`config.mk`:
```
export PLATFORM = sky130hd
export DESIGN_NAME = cpu_fetch_sequencer
export DESIGN_NICKNAME = d
export VERILOG_FILES = /design/src/rtl/cpu_pkg.sv /design/src/rtl/cpu_next_pc.sv /design/src/rtl/cpu_fetch_sequencer.sv
export SDC_FILE = /design/constraint.sdc
export NUM_CORES = 1
export LEC_CHECK = 0
export ABC_AREA = 0
export CAP_MARGIN = 20
export CORE_ASPECT_RATIO = 1.1
export CORE_MARGIN = 2
export CORE_UTILIZATION = 35
export DETAILED_ROUTE_END_ITERATION = 10
export PLACE_DENSITY = 0.53
export SYNTH_ARGS = -nofsm -noshare
export SYNTH_HDL_FRONTEND = slang
export SYNTH_SLANG_ARGS = --single-unit
```
`constraint.sdc`:
```
create_clock -name clk -period 5.7 [get_ports clk]
set_input_delay 1.14 -clock clk [delete_from_list [all_inputs] [get_ports clk]]
set_output_delay 1.14 -clock clk [all_outputs]
set_load 0.1 [all_outputs]
```
`src/rtl/cpu_pkg.sv`:
```
// rtl/cpu_pkg.sv - shared types and constants for the LEGv8 fetch sequencer
package cpu_pkg;

   typedef enum logic [2:0] {
      S_FETCH,
      S_WAIT,
      S_ISSUE,
      S_HALT,
      S_FAULT
   } state_t;

   localparam logic [10:0] OPC_HALT = 11'b11111111111;

   localparam int IMM26_MSB = 25;
   localparam int IMM26_LSB = 0;
   localparam int IMM19_MSB = 23;
   localparam int IMM19_LSB = 5;

   localparam int PC_INC = 4;

endpackage

```
`src/rtl/cpu_next_pc.sv`:
```
// rtl/cpu_next_pc.sv - branch target computation and next-PC priority mux
module cpu_next_pc
   import cpu_pkg::*;
#(
   parameter int PC_W = 64
) (
   input  logic [PC_W-1:0] pc,
   input  logic [31:0]     inst,
   input  logic            branch,
   input  logic            branch_zero,
   input  logic            branch_nonzero,
   input  logic            alu_zero,
   output logic [PC_W-1:0] next_pc
);

   localparam int W26 = IMM26_MSB - IMM26_LSB + 1;
   localparam int W19 = IMM19_MSB - IMM19_LSB + 1;

   logic [PC_W-1:0] off26;
   logic [PC_W-1:0] off19;
   logic            unused_opcode;

   // Offsets are word counts: sign-extend to full width, then scale to bytes.
   assign off26 = {{(PC_W-W26){inst[IMM26_MSB]}}, inst[IMM26_MSB:IMM26_LSB]} << 2;
   assign off19 = {{(PC_W-W19){inst[IMM19_MSB]}}, inst[IMM19_MSB:IMM19_LSB]} << 2;

   assign unused_opcode = ^inst[31:26];

   always_comb begin
      next_pc = pc + PC_W'(PC_INC);
      if (branch)
         next_pc = pc + off26;
      else if (branch_zero && alu_zero)
         next_pc = pc + off19;
      else if (branch_nonzero && !alu_zero)
         next_pc = pc + off19;
   end

endmodule

```
`src/rtl/cpu_fetch_sequencer.sv`:
```
// rtl/cpu_fetch_sequencer.sv - multicycle instruction fetch and next-PC sequencer
module cpu_fetch_sequencer
   import cpu_pkg::*;
#(
   parameter int          PC_W        = 64,
   parameter logic [63:0] RESET_PC    = 64'h0,
   parameter int          TIMEOUT_CYC = 16
) (
   input  logic            clk,
   input  logic            reset,
   output logic            imem_req,
   output logic [PC_W-1:0] imem_addr,
   input  logic            imem_ack,
   input  logic [31:0]     imem_rdata,
   output logic [31:0]     inst,
   output logic [10:0]     inst31_21,
   output logic            inst_valid,
   input  logic            inst_done,
   input  logic            branch,
   input  logic            branch_zero,
   input  logic            branch_nonzero,
   input  logic            alu_zero,
   output logic [PC_W-1:0] pc,
   output logic [31:0]     retired,
   output logic            halted,
   output logic            fault
);

   localparam logic [7:0] TMO_LAST = 8'(TIMEOUT_CYC - 1);

   state_t          state;
   logic [7:0]      wait_cnt;
   logic            req_q;
   logic [PC_W-1:0] next_pc;

   cpu_next_pc #(.PC_W(PC_W)) u_next_pc (
      .pc             (pc),
      .inst           (inst),
      .branch         (branch),
      .branch_zero    (branch_zero),
      .branch_nonzero (branch_nonzero),
      .alu_zero       (alu_zero),
      .next_pc        (next_pc)
   );

   assign imem_req  = req_q;
   assign imem_addr = pc;
   assign inst31_21 = inst[31:21];

   always_ff @(posedge clk or posedge reset) begin
      if (reset) begin
         state      <= S_FETCH;
         pc         <= RESET_PC[PC_W-1:0];
         req_q      <= 1'b0;
         inst       <= 32'h0;
         inst_valid <= 1'b0;
         retired    <= 32'h0;
         halted     <= 1'b0;
         fault      <= 1'b0;
         wait_cnt   <= 8'h0;
      end else begin
         case (state)
            S_FETCH: begin
               req_q <= 1'b1;
               state <= S_WAIT;
            end
            S_WAIT: begin
               if (imem_ack) begin
                  inst       <= imem_rdata;
                  inst_valid <= 1'b1;
                  req_q      <= 1'b0;
                  wait_cnt   <= 8'h0;
                  state      <= S_ISSUE;
               end else if (wait_cnt == TMO_LAST) begin
                  req_q <= 1'b0;
                  fault <= 1'b1;
                  state <= S_FAULT;
               end else begin
                  wait_cnt <= wait_cnt + 8'h1;
               end
            end
            S_ISSUE: begin
               // HALT is recognised from the opcode alone; it never retires.
               if (inst[31:21] == OPC_HALT) begin
                  inst_valid <= 1'b0;
                  halted     <= 1'b1;
                  state      <= S_HALT;
               end else if (inst_done) begin
                  pc         <= next_pc;
                  retired    <= retired + 32'h1;
                  inst_valid <= 1'b0;
                  state      <= S_FETCH;
               end
            end
            S_HALT: begin
               req_q      <= 1'b0;
               inst_valid <= 1'b0;
            end
            S_FAULT: begin
               req_q      <= 1'b0;
               inst_valid <= 1'b0;
            end
            default: begin
               req_q <= 1'b0;
               state <= S_FETCH;
            end
         endcase
      end
   end

endmodule

```
# After elaboration in Yosys (flattened, before gate mapping)
# Cells that the tools add are included.
[totals] mem_count=0 latch_bits=0 ram_bits=0 out_inout_bits=207 ff_bits=143 mem_bits_ro=0 wordCells=59 in_bits=40
[classes] n_eq_ne=10 n_reduce_logical=14 bitwise=4 add_sub_neg=5 multipliers=0 muxes=17 n_lt_le_gt_ge=0 div_mod_pow=0 n_shift=0
[op_table] cell="$mux W64" count=3
[op_table] cell="$add A64 B64 Y64" count=2
[op_table] cell="$add A64 B3 Y64 const B" count=1
[op_table] cell="$add A32 B1 Y32 const B" count=1
[op_table] cell="$mux W8" count=2
[op_table] cell="$mux W3" count=4
[op_table] cell="$pmux W3 S4" count=1
[op_table] cell="$reduce_and A3 Y1" count=4
[op_table] cell="$eq A11 B11 Y1 const B" count=1
[op_table] cell="$add A8 B1 Y8 const B" count=1
[op_table] cell="$eq A8 B4 Y1 const B" count=1
[op_table] cell="$reduce_and A2 Y1" count=4
[op_table] cell="$eq A3 B2 Y1 const B" count=2
[op_table] cell="$ne A3 B3 Y1 const B" count=2
[op_table] cell="$pmux W1 S3" count=2
[op_table] cell="$mux W1" count=5
[op_table] cell="$ne A2 B2 Y1 const B" count=2
[op_table] cell="$not A1 Y1" count=4
[op_table] cell="$eq A3 B1 Y1 const B" count=1
[op_table] cell="$eq A3 B3 Y1 const B" count=1
[op_table] cell="$logic_not A3 Y1" count=1
[op_table] cell="$reduce_bool A3 Y1" count=1
[op_table] cell="$logic_and A1 B1 Y1" count=2
[op_table] cell="$reduce_or A2 Y1" count=1
[op_table] cell="$logic_not A1 Y1" count=1

# Longest topological paths before layout
# Gate-level depths: netlist (run 1).
[depth] depth_word=5 depth_mapped=14 depth_no_buf=13

# By module
# A second synthesis (run 1) with hierarchy kept.
[unflattened] cells_unflattened=1967 area_unflattened_um2=15930.3
[by_module_without_submodules] module="cpu_next_pc" seq_area_each_um2=0.0 instances=1 area_each_um2=9575.4 cells_each=1474
[by_module_without_submodules] module="cpu_fetch_sequencer" seq_area_each_um2=3578.4 instances=1 area_each_um2=6354.8 cells_each=493

# Least setup slack after synthesis (run 1)
# Ideal clock, no wire load.
[synth_path] kind="reg2reg" from="register inst[23]" to="register pc[62], in the netlist imem_addr[62]" t_required_ps=5606 arrival_time_ps=4346 path_stages_with_launch=14 setup_slack_ps=1260 path_buffers=1 setup_time_ps=94 synth_period_minus_slack_ps=4440 path_cell_list="dfrtp_1 -> ha_1 -> buf_6 -> a21oi_1 -> nor2b_1 -> o21a_1 -> or4_1 -> o31ai_2 -> nand2_1 -> a41oi_1 -> o21ai_1 -> xor2_1 -> o2111ai_1 -> a211oi_1"
[synth_via] elab_chain_cells=4 word_cells_on_any_way=8 classes_between="add/sub: 2; eq/ne: 1; mux: 3; bitwise: 1; reduce/logical: 1"
[synth_rtl] element="start: declaration" line_no="cpu_fetch_sequencer.sv:15" text="output logic [31:0] inst,"
[synth_rtl] element="start signal: assignment" line_no="cpu_fetch_sequencer.sv:69" text="inst <= imem_rdata;"
[synth_rtl] element="$add A64 B64 Y64" line_no="cpu_next_pc.sv:34, cpu_next_pc.sv:36"
[synth_rtl] element="$mux W64" line_no="cpu_next_pc.sv:35" text="else if (branch_nonzero && !alu_zero)"
[synth_rtl] element="$mux W64" line_no="cpu_next_pc.sv:33" text="else if (branch_zero && alu_zero)"
[synth_rtl] element="$mux W64" line_no="cpu_next_pc.sv:31" text="if (branch)"
[synth_rtl] element="end signal: assignment" line_no="cpu_fetch_sequencer.sv:53" text="pc <= RESET_PC[PC_W-1:0];"
[synth_rtl] element="end signal: assignment" line_no="cpu_fetch_sequencer.sv:89" text="pc <= next_pc;"
[synth_rtl] element="end: declaration" line_no="cpu_fetch_sequencer.sv:23" text="output logic [PC_W-1:0] pc,"
# Several ways; a longest one is shown, not always the timed one.
# A chain may end at the register's enable or synchronous reset.

# Final worst setup path (run 1)
[layout_path] from="register pc[4], in the netlist imem_addr[4]" to="register pc[57], in the netlist imem_addr[57]"
[layout_via] elab_chain_cells=4 word_cells_on_any_way=6 classes_between="add/sub: 3; mux: 3"
[layout_rtl] element="$add A64 B3 Y64 / $add A64 B64 Y64 (equally long branches)" line_no="cpu_next_pc.sv:30, cpu_next_pc.sv:34, cpu_next_pc.sv:36"
[layout_rtl] element="$mux W64" line_no="cpu_next_pc.sv:35"
[layout_rtl] element="$mux W64" line_no="cpu_next_pc.sv:33"
[layout_rtl] element="$mux W64 *" line_no="cpu_next_pc.sv:31"
# Mark *: on every way between the ends. The rest lies on a longest branch, timed or not.

==> results.md, run 1 <==
Outcome:
- The run finished with clean final reports.

Yosys:
- Yosys attributes the largest share of cell area to sky130_fd_sc_hd__dfrtp_1 23%, sky130_fd_sc_hd__ha_1 10%, sky130_fd_sc_hd__a21oi_1 6.7%.
- The warning count from the yosys run is 0.
- The synthesized design contains 0 enable-type register cells.
- Of all cell types, the one taking the most synthesized area is sky130_fd_sc_hd__dfrtp_1.
- Synthesis inferred 141 register bits.
- Yosys mapped the design onto 87 distinct sky130hd cell types.
- After synthesis, the share of flip-flops with an asynchronous set or reset is 100.0%.
- After technology mapping, the gate count stands at 1959.
- Ranked by instance count, the synthesized netlist is headed by 208 x sky130_fd_sc_hd__a21oi_1, 188 x sky130_fd_sc_hd__nand2_1, 158 x sky130_fd_sc_hd__nor2_1.
- sky130_fd_sc_hd__a21oi_1 is the most common cell in the netlist.
- The share of Yosys cell area claimed by the top area cell type is 22.86%.
- The netlist area before placement is 15440 sq um.
- For this run, the leading register cell type out of synthesis is sky130_fd_sc_hd__dfrtp_1.
- The average size of a mapped cell is 7.880 sq um.
- The sequential-to-total area share from yosys stat is 22.86%.

Floorplan:
- The die is 204.2 microns wide.
- Row generation in the floorplan step produced 80 rows.
- The die footprint is 45800 sq um.
- In this run the count of I/O pins placed on the die edge is 247.
- From bottom edge to top edge, the die measures 224.3 microns.
- Once the floorplan was initialized, standard cells occupied 35.53% of the core.
- The core area is 43440 sq um.

Timing:
- Setup violations remaining at the end of the flow were counted as 0.
- The routed design could run at a clock period as short as 4.126 ns.
- Setup repair after global routing left no endpoint under its margin.
- The count of final hold-check violations is 0.
- The actual transition at the worst max-transition pin is 1.037 ns.
- The post-route fraction of the period consumed by the critical path is 72.39%.
- The maximum frequency from static timing analysis is 242.3 MHz.
- The count of pins over their slew limit is 0.
- Across the routed clock network, the largest skew measured is 0.01466 ns.
- The worst relative slew slack is 30.81%.
- The setup TNS is 0 ns.

Global route:
- The first-pass GRT wire length is 85240 microns.
- Summed over all layers, the global routing overflow is 0.
- The initial antenna violation count is 0.
- The largest net degree at the start of global routing is 80.
- Global routing used 23.90% of the available tracks across all layers.
- The number of global-route vias before repair is 15110.

Cells and area:
- The number of nets at the end of the flow is 2235.
- Relative to the synthesized area, the layout overhead comes to 18.56%.
- The fraction of layout cells with a size suffix above 1 is 5.283%.
- The count of inserted antenna diode cells is 0.

Placement:
- The weighted congestion reported at the end of routability-driven placement is 0.9368.
- The number of buffers inserted by port buffering is 242.
- The half-perimeter wire length after detailed placement is 41570 microns.

Route:
- Dividing the detail-routed via count by the number of cells gives 5.671.
- The DRC marker count from the first detailed-route iteration is 806.
- The total routed wirelength is 55020 microns.
- The first-pass iteration count of the detailed router is 7.
- The detailed router placed 15060 vias in this run.
- In the final routed layout, each cell accounts on average for 20.72 microns.
- The count of nets left with antenna violations once routing finished came out at 0.
- After detailed routing, the number of remaining DRC violations is 0.

Hold path:
- The path type of the worst min-delay path is flop to flop.

Critical path:
- The worst setup path is launched from a flop.
- At the worst endpoint, the required time is 6.00 ns.
- Along the worst path, the maximum fanout reaches 10.
- The type of destination of the critical path is a flop.
- The worst path arrival time is 4.42 ns.
- The critical path is of the flop to flop type.

Clocking:
- Once the clock tree was built, the resizer swapped 0 gates to a different size.
- The CTS H-tree depth is 4.
- Clock tree synthesis found a total of 141 sinks.
- The number of hold-repair buffers added at the cts stage is 0.
- Clock tree synthesis selected as its root buffer the cell sky130_fd_sc_hd__clkbuf_16.
- The maximum count of clock buffers along a single path is 2.
- TritonCTS built the clock tree.
- Clock latency on the worst-skew pair, taken at its later pin, is 0.47 ns.
- The number of clock buffers inserted by TritonCTS is 17.
- The post-CTS setup-driven buffer insertion count is 0.
- The clock transition time at the flip-flop clock pins of the worst setup and hold paths is 0.07 ns.

Flow run:
- The number of maximum-capacitance violations is 0.
## path summary, 6_finish.rpt
check                        startpoint  depth (start not counted)       endpoint  slack (ns)
setup / recovery           imem_addr[4]                         11  imem_addr[57]        1.57
hold / removal              retired[31]                          1    retired[31]        0.48
setup reg to reg           imem_addr[4]                         11  imem_addr[57]        1.57
hold reg to reg             retired[31]                          1    retired[31]        0.48
max in group asynchronous         reset                          3       inst[23]        3.52
min in group asynchronous         reset                          2    retired[29]        1.20
## state kept, by name, summed over array words and instances (netlist names)
register,flops
fault,1
wait_cnt,8
halted,1
inst,32
inst_valid,1
imem_req,1
imem_addr,62
state,3
retired,32
## kinds of logic (layout without fill, tap and decap cells)
logic type | after synthesis | count (layout) | share of synthesized area (%)
simple gates | 605 | 605 | 18.76
buf+inv | 214 | 334 | 8.025
compound gates | 642 | 642 | 26.39
flops | 141 | 141 | 22.86
fa+ha+maj | 126 | 126 | 10.31
other cells | 1 | 4 | 0.02429
mux | 39 | 39 | 2.788
xor+xnor | 191 | 191 | 10.84
## cells in the final DEF (no fill, tap or decap), types with 9 or more instances in the layout
| cell type | instances |
|---|---|
| sky130_fd_sc_hd__a31oi_1 | 23 |
| sky130_fd_sc_hd__o21ai_1 | 41 |
| sky130_fd_sc_hd__clkdlybuf4s50_1 | 240 |
| sky130_fd_sc_hd__nand2_1 | 188 |
| sky130_fd_sc_hd__buf_4 | 13 |
| sky130_fd_sc_hd__nor2_1 | 157 |
| sky130_fd_sc_hd__o21bai_1 | 31 |
| sky130_fd_sc_hd__a211oi_1 | 51 |
| sky130_fd_sc_hd__o21a_1 | 15 |
| sky130_fd_sc_hd__o211ai_1 | 10 |
| sky130_fd_sc_hd__dfrtp_1 | 139 |
| sky130_fd_sc_hd__ha_1 | 124 |
| sky130_fd_sc_hd__o21ai_0 | 113 |
| sky130_fd_sc_hd__o31ai_1 | 10 |
| sky130_fd_sc_hd__nor3_1 | 30 |
| sky130_fd_sc_hd__a221o_1 | 9 |
| sky130_fd_sc_hd__inv_1 | 47 |
| sky130_fd_sc_hd__and3_1 | 32 |
| sky130_fd_sc_hd__nor2b_1 | 11 |
| sky130_fd_sc_hd__mux2_2 | 32 |
| sky130_fd_sc_hd__a21oi_1 | 208 |
| sky130_fd_sc_hd__nand3_1 | 61 |
| sky130_fd_sc_hd__a21o_1 | 61 |
| sky130_fd_sc_hd__nor4_1 | 11 |
| sky130_fd_sc_hd__xnor2_1 | 118 |
| sky130_fd_sc_hd__nand4_1 | 53 |
| sky130_fd_sc_hd__clkbuf_16 | 17 |
| sky130_fd_sc_hd__nand2b_1 | 12 |
| sky130_fd_sc_hd__xor2_1 | 73 |
## metrics by stage
stage | area, sq um | util, % | std cells | hold WS [ns] | setup WS [ns]
3_5_place_dp | 17640 | 40.60 | 2624 | 0.4646 | 1.394
6_report | 18300 | 42.13 | 2656 | 0.4750 | 1.574
3_3_place_gp | 17640 | 40.60 | 2624 | 0.4632 | 1.297
2_1_floorplan | 15450 | - | 1962 | 0.4963 | 0.7788
4_1_cts | 18300 | 42.13 | 2656 | 0.4778 | 1.597
5_1_grt | 18300 | 42.13 | 2656 | 0.5014 | 1.384
## final cells by class
type                            count  area (sq um)
Clock buffer                       18         429.2
Clock inverter                     14         232.7
Fill cell                        4513         25140
Inverter                           48         185.2
Multi-Input combinational cell   1607         10700
Sequential cell                   141          3531
Tap cell                          574         718.2
Timing Repair Buffer              254          2505
## per-layer routing
| layer | vias up | GRT usage [%] | part of all wire (%) |
|---|---|---|---|
| met4 | 0 | 12.16 | 4.7 |
| met3 | 115 | 2.999 | 3.4 |
| met5 | - | 0 | 0 |
| li1 | 7316 | - | - |
| met2 | 394 | 42.84 | 50 |
| met1 | 7236 | 27.82 | 42 |
## worst max-delay path, cell delays in order (launching register included)
cell and delay, ns:
sky130_fd_sc_hd__dfrtp_1 0.52, sky130_fd_sc_hd__ha_1 0.43, sky130_fd_sc_hd__o21ai_0 0.19, sky130_fd_sc_hd__o21bai_1 0.12, sky130_fd_sc_hd__a211oi_2 0.51, sky130_fd_sc_hd__nor3_1 0.22
sky130_fd_sc_hd__nor3_2 0.33, sky130_fd_sc_hd__o211ai_1 0.25, sky130_fd_sc_hd__a41oi_2 0.34, sky130_fd_sc_hd__o21bai_1 0.15, sky130_fd_sc_hd__o311ai_0 0.79, sky130_fd_sc_hd__a21oi_1 0.10
Power of run 1 is left out: the tool's default activity adds up to more than one toggle a clock period on the data nets, which glitch-free logic cannot reach.
==> inputs of run 2 (changes only) <==
==> constraint.sdc (replaced) <==
create_clock -name clk -period 4.1 [get_ports clk]
set_input_delay 0.82 -clock clk [delete_from_list [all_inputs] [get_ports clk]]
set_output_delay 0.82 -clock clk [all_outputs]
set_load 0.1 [all_outputs]
==> run 2 against run 1 <==
Compared with the run above: cell count rose by 2.3%; count of clock-buffer cells in the layout is 1 lower; hold slack lost 0.0022 ns; register-to-register slack worse by 1.3 ns; wire length up 3.2%.
==> results.md, run 2 (synthesis results as in run 1) <==
Critical path:
- The worst register-to-register path begins at inst[23].
- The reg2reg setup slack is 0.22 ns (-1.35 ns).
- STA classifies the critical path startpoint as a flop.
- The most frequent cell on the critical path is sky130_fd_sc_hd__nor3_1.
- The number of buffers and inverters on the critical path is 0 (unchanged).
- The endpoint identified for the worst register-to-register timing path is imem_addr[61].
- In this design, the largest share of critical-path delay is due to compound AO/OA/AOI/OAI gates.
- The standard cell with the maximum stage delay on the critical path is sky130_fd_sc_hd__dfrtp_2.
- The critical path's largest stage delay was 0.59 ns (-0.20 ns).
- The worst-path maximum fanout is 21 (+11).
- Traced cell by cell, the critical path runs through ha_1 > nand2_1 > nor3_1 > nand3_1 > nor3_1 > nor3_2 > o211ai_1 > a41oi_2 > o21bai_1 > a31oi_1 > a221o_1 > a211o_1.
- The launch point of the worst path is inst[23].
- The worst path arrival time is 4.24 ns (-0.18 ns).
- The worst setup path is captured at a flop.
- The critical path is of the flop to flop type.
- The data required time at the worst endpoint was 4.46 ns (-1.54 ns).
- The number of cells on the worst reg-to-reg path was 12 (+1).

Floorplan:
- The I/O pin total is 247 (unchanged).
- The floorplan die height is 224.3 microns (unchanged).
- The horizontal die dimension came to 204.2 microns (unchanged).
- The die footprint is 45800 sq um (unchanged).
- The number of core rows is 80 (unchanged).
- The starting utilization of the core area came to 35.53% (unchanged).
- The core area is 43440 sq um (unchanged).

Global route:
- The all-layer global routing usage is 24.71% (+0.80 points).
- The first-pass GRT wire length came to 87420 microns (+2.6%).
- The initial antenna violation count is 0 (unchanged).
- The global route total overflow is 0 (unchanged).
- The largest net degree at the start of global routing is 90 (+13%).
- The number of global-route vias before repair was 15280 (+1.1%).

Hold path:
- The depth of the worst hold-timing path is 1 (unchanged).
- The path type of the worst min-delay path is flop to flop.
- The worst min-delay path startpoint is retired[31].
- The path with the worst hold slack has its endpoint at retired[31].

Route:
- The via density per instance is 5.709 (+0.67%).
- The number of nets with antenna violations after routing is 0 (unchanged).
- The total routed wirelength came to 56800 microns (+3.2%).
- The first-pass iteration count of the detailed router is 5 (-2).
- The number of remaining DRC errors came to 0 (unchanged).
- The DRC marker count from the first detailed-route iteration came to 943 (+17%).
- The final routed wire length divided by cell count is 20.91 microns (+0.95%).
- The total via count in the routed design is 15510 (+2.9%).

Timing:
- The setup TNS is 0 ns (unchanged).
- The final period demand of the worst path came to 3.876 ns (-0.2506 ns).
- The count of final hold-check violations is 0 (unchanged).
- The number of endpoints failing setup at the final stage is 0 (unchanged).
- The count of pins over their slew limit is 0 (unchanged).
- The actual transition at the worst max-transition pin was 1.036 ns (-0.001508 ns).
- Setup repair after global routing left no endpoint under its margin.
- The final worst clock skew is 0.006876 ns (-0.007781 ns).
- The worst relative slew slack is 30.73% (-0.077 points).
- The maximum frequency from static timing analysis is 258.0 MHz (+6.5%).
- The post-route fraction of the period consumed by the critical path is 94.53% (+22 points).

Clocking:
- The clock latency of the later-clocked register in the worst-skew pair came to 0.47 ns (about the same).
- The number of sinks on the clock net was 141 (unchanged).
- The clock tree from TritonCTS is yes.
- The number of clock buffers inserted by TritonCTS is 17 (unchanged).
- The CTS H-tree depth was 4 (unchanged).
- The maximum count of clock buffers along a single path came to 2 (unchanged).
- The clock transition time at the flip-flop clock pins of the worst setup and hold paths is 0.07 ns (about the same).
- The post-CTS setup-driven buffer insertion count came to 0 (unchanged).
- Clock tree synthesis selected as its root buffer the cell sky130_fd_sc_hd__clkbuf_16.

Cells and area:
- The area growth from synthesis to final layout is 21.14%.
- The sequential cell area in the final layout is 3531 sq um (unchanged).
- The count of inserted antenna diode cells came to 0 (unchanged).
- The area occupied by multi-input gates is 10710 sq um (about the same).
- The most frequent standard cell in the layout excluding fill and tap cells is sky130_fd_sc_hd__clkdlybuf4s50_1.
- The flip-flop count of the largest register, all copies and words added came to 62 (unchanged).
- The number of nets at the end of the flow is 2295 (+2.7%).
- The utilization after layout was 43.04% (+0.92 points).
- The top cell types in the final layout, fill and taps aside, are 236 x sky130_fd_sc_hd__clkdlybuf4s50_1, 207 x sky130_fd_sc_hd__a21oi_1, 188 x sky130_fd_sc_hd__nand2_1.
- The fraction of layout cells with a size suffix above 1 is 8.263% (+3.0 points).
- The filler cell count in the final layout is 4507 (-0.13%).

Placement:
- The weighted congestion reported at the end of routability-driven placement is 0.9369 (about the same).
- The half-perimeter wire length after detailed placement is 44240 microns (+6.4%).
- The number of buffers inserted by port buffering was 242 (unchanged).

Flow run:
- The number of maximum-capacitance violations is 0 (unchanged).

Outcome:
- The run finished with clean final reports.
-- run 2: changes by cell type in the layout (fill, tap and decap cells not counted), sizes merged --
cell	before	now
bufinv	5	0
clkdlybuf4s50	240	236
clkinv	1	4
inv	53	58
clkbuf	18	17
clkinvlp	3	1
buf	14	78
-- run 2: repair_timing --
action / in CTS / in global routing
hold buffers: 0 / 0
hold endpoints to repair: 0 / 0
setup endpoints to repair: 0 / 6
resized for setup: 0 / 3
-- run 2: per-stage QoR --
step	cell area [sq um]	hold WS (ns)	std cells	setup WS, ns
2_1_floorplan	15450	0.4963	1962	0.2961
6_report	18700	0.4728	2716	0.2242
4_1_cts	18690	0.4835	2716	0.2802
3_5_place_dp	18120	0.4646	2684	0.3296
3_3_place_gp	18120	0.4630	2684	0.3308
5_1_grt	18700	0.5015	2716	0.009933
-- run 2: metal layers --
metal | wire length [microns] | track usage [%] | vias to the layer above | share of wire (%)
li1 | - | - | 7447 | -
met1 | 23680 | 29.41 | 7476 | 42
met2 | 28200 | 43.60 | 468 | 50
met3 | 2317 | 3.173 | 114 | 4.1
met4 | 2598 | 12.23 | 0 | 4.6
met5 | 0 | 0 | - | 0
-- run 2: final cells by class --
| cell class | instances | share of cell area [%] |
|---|---|---|
| inverter | 48 | 0.9836 |
| sequential | 141 | 18.88 |
| clock inverter | 15 | 0.7762 |
| clock buffer | 17 | 2.275 |
| multi-input combinational | 1607 | 57.27 |
| tap | 574 | 3.841 |
| timing repair buffer | 314 | 15.97 |
-- run 2: worst max-delay path by stage --
stage | slack [ns] | depth (start not counted) | endpoint
CTS | 0.28 | 13 | imem_addr[52]
global route | 0.01 | 13 | imem_addr[62]
finish | 0.22 | 12 | imem_addr[61]
global placement | 0.33 | 12 | imem_addr[57]
detailed placement | 0.33 | 13 | imem_addr[52]
floorplan | 0.30 | 12 | imem_addr[61]
Power of run 2 is left out for the same reason.
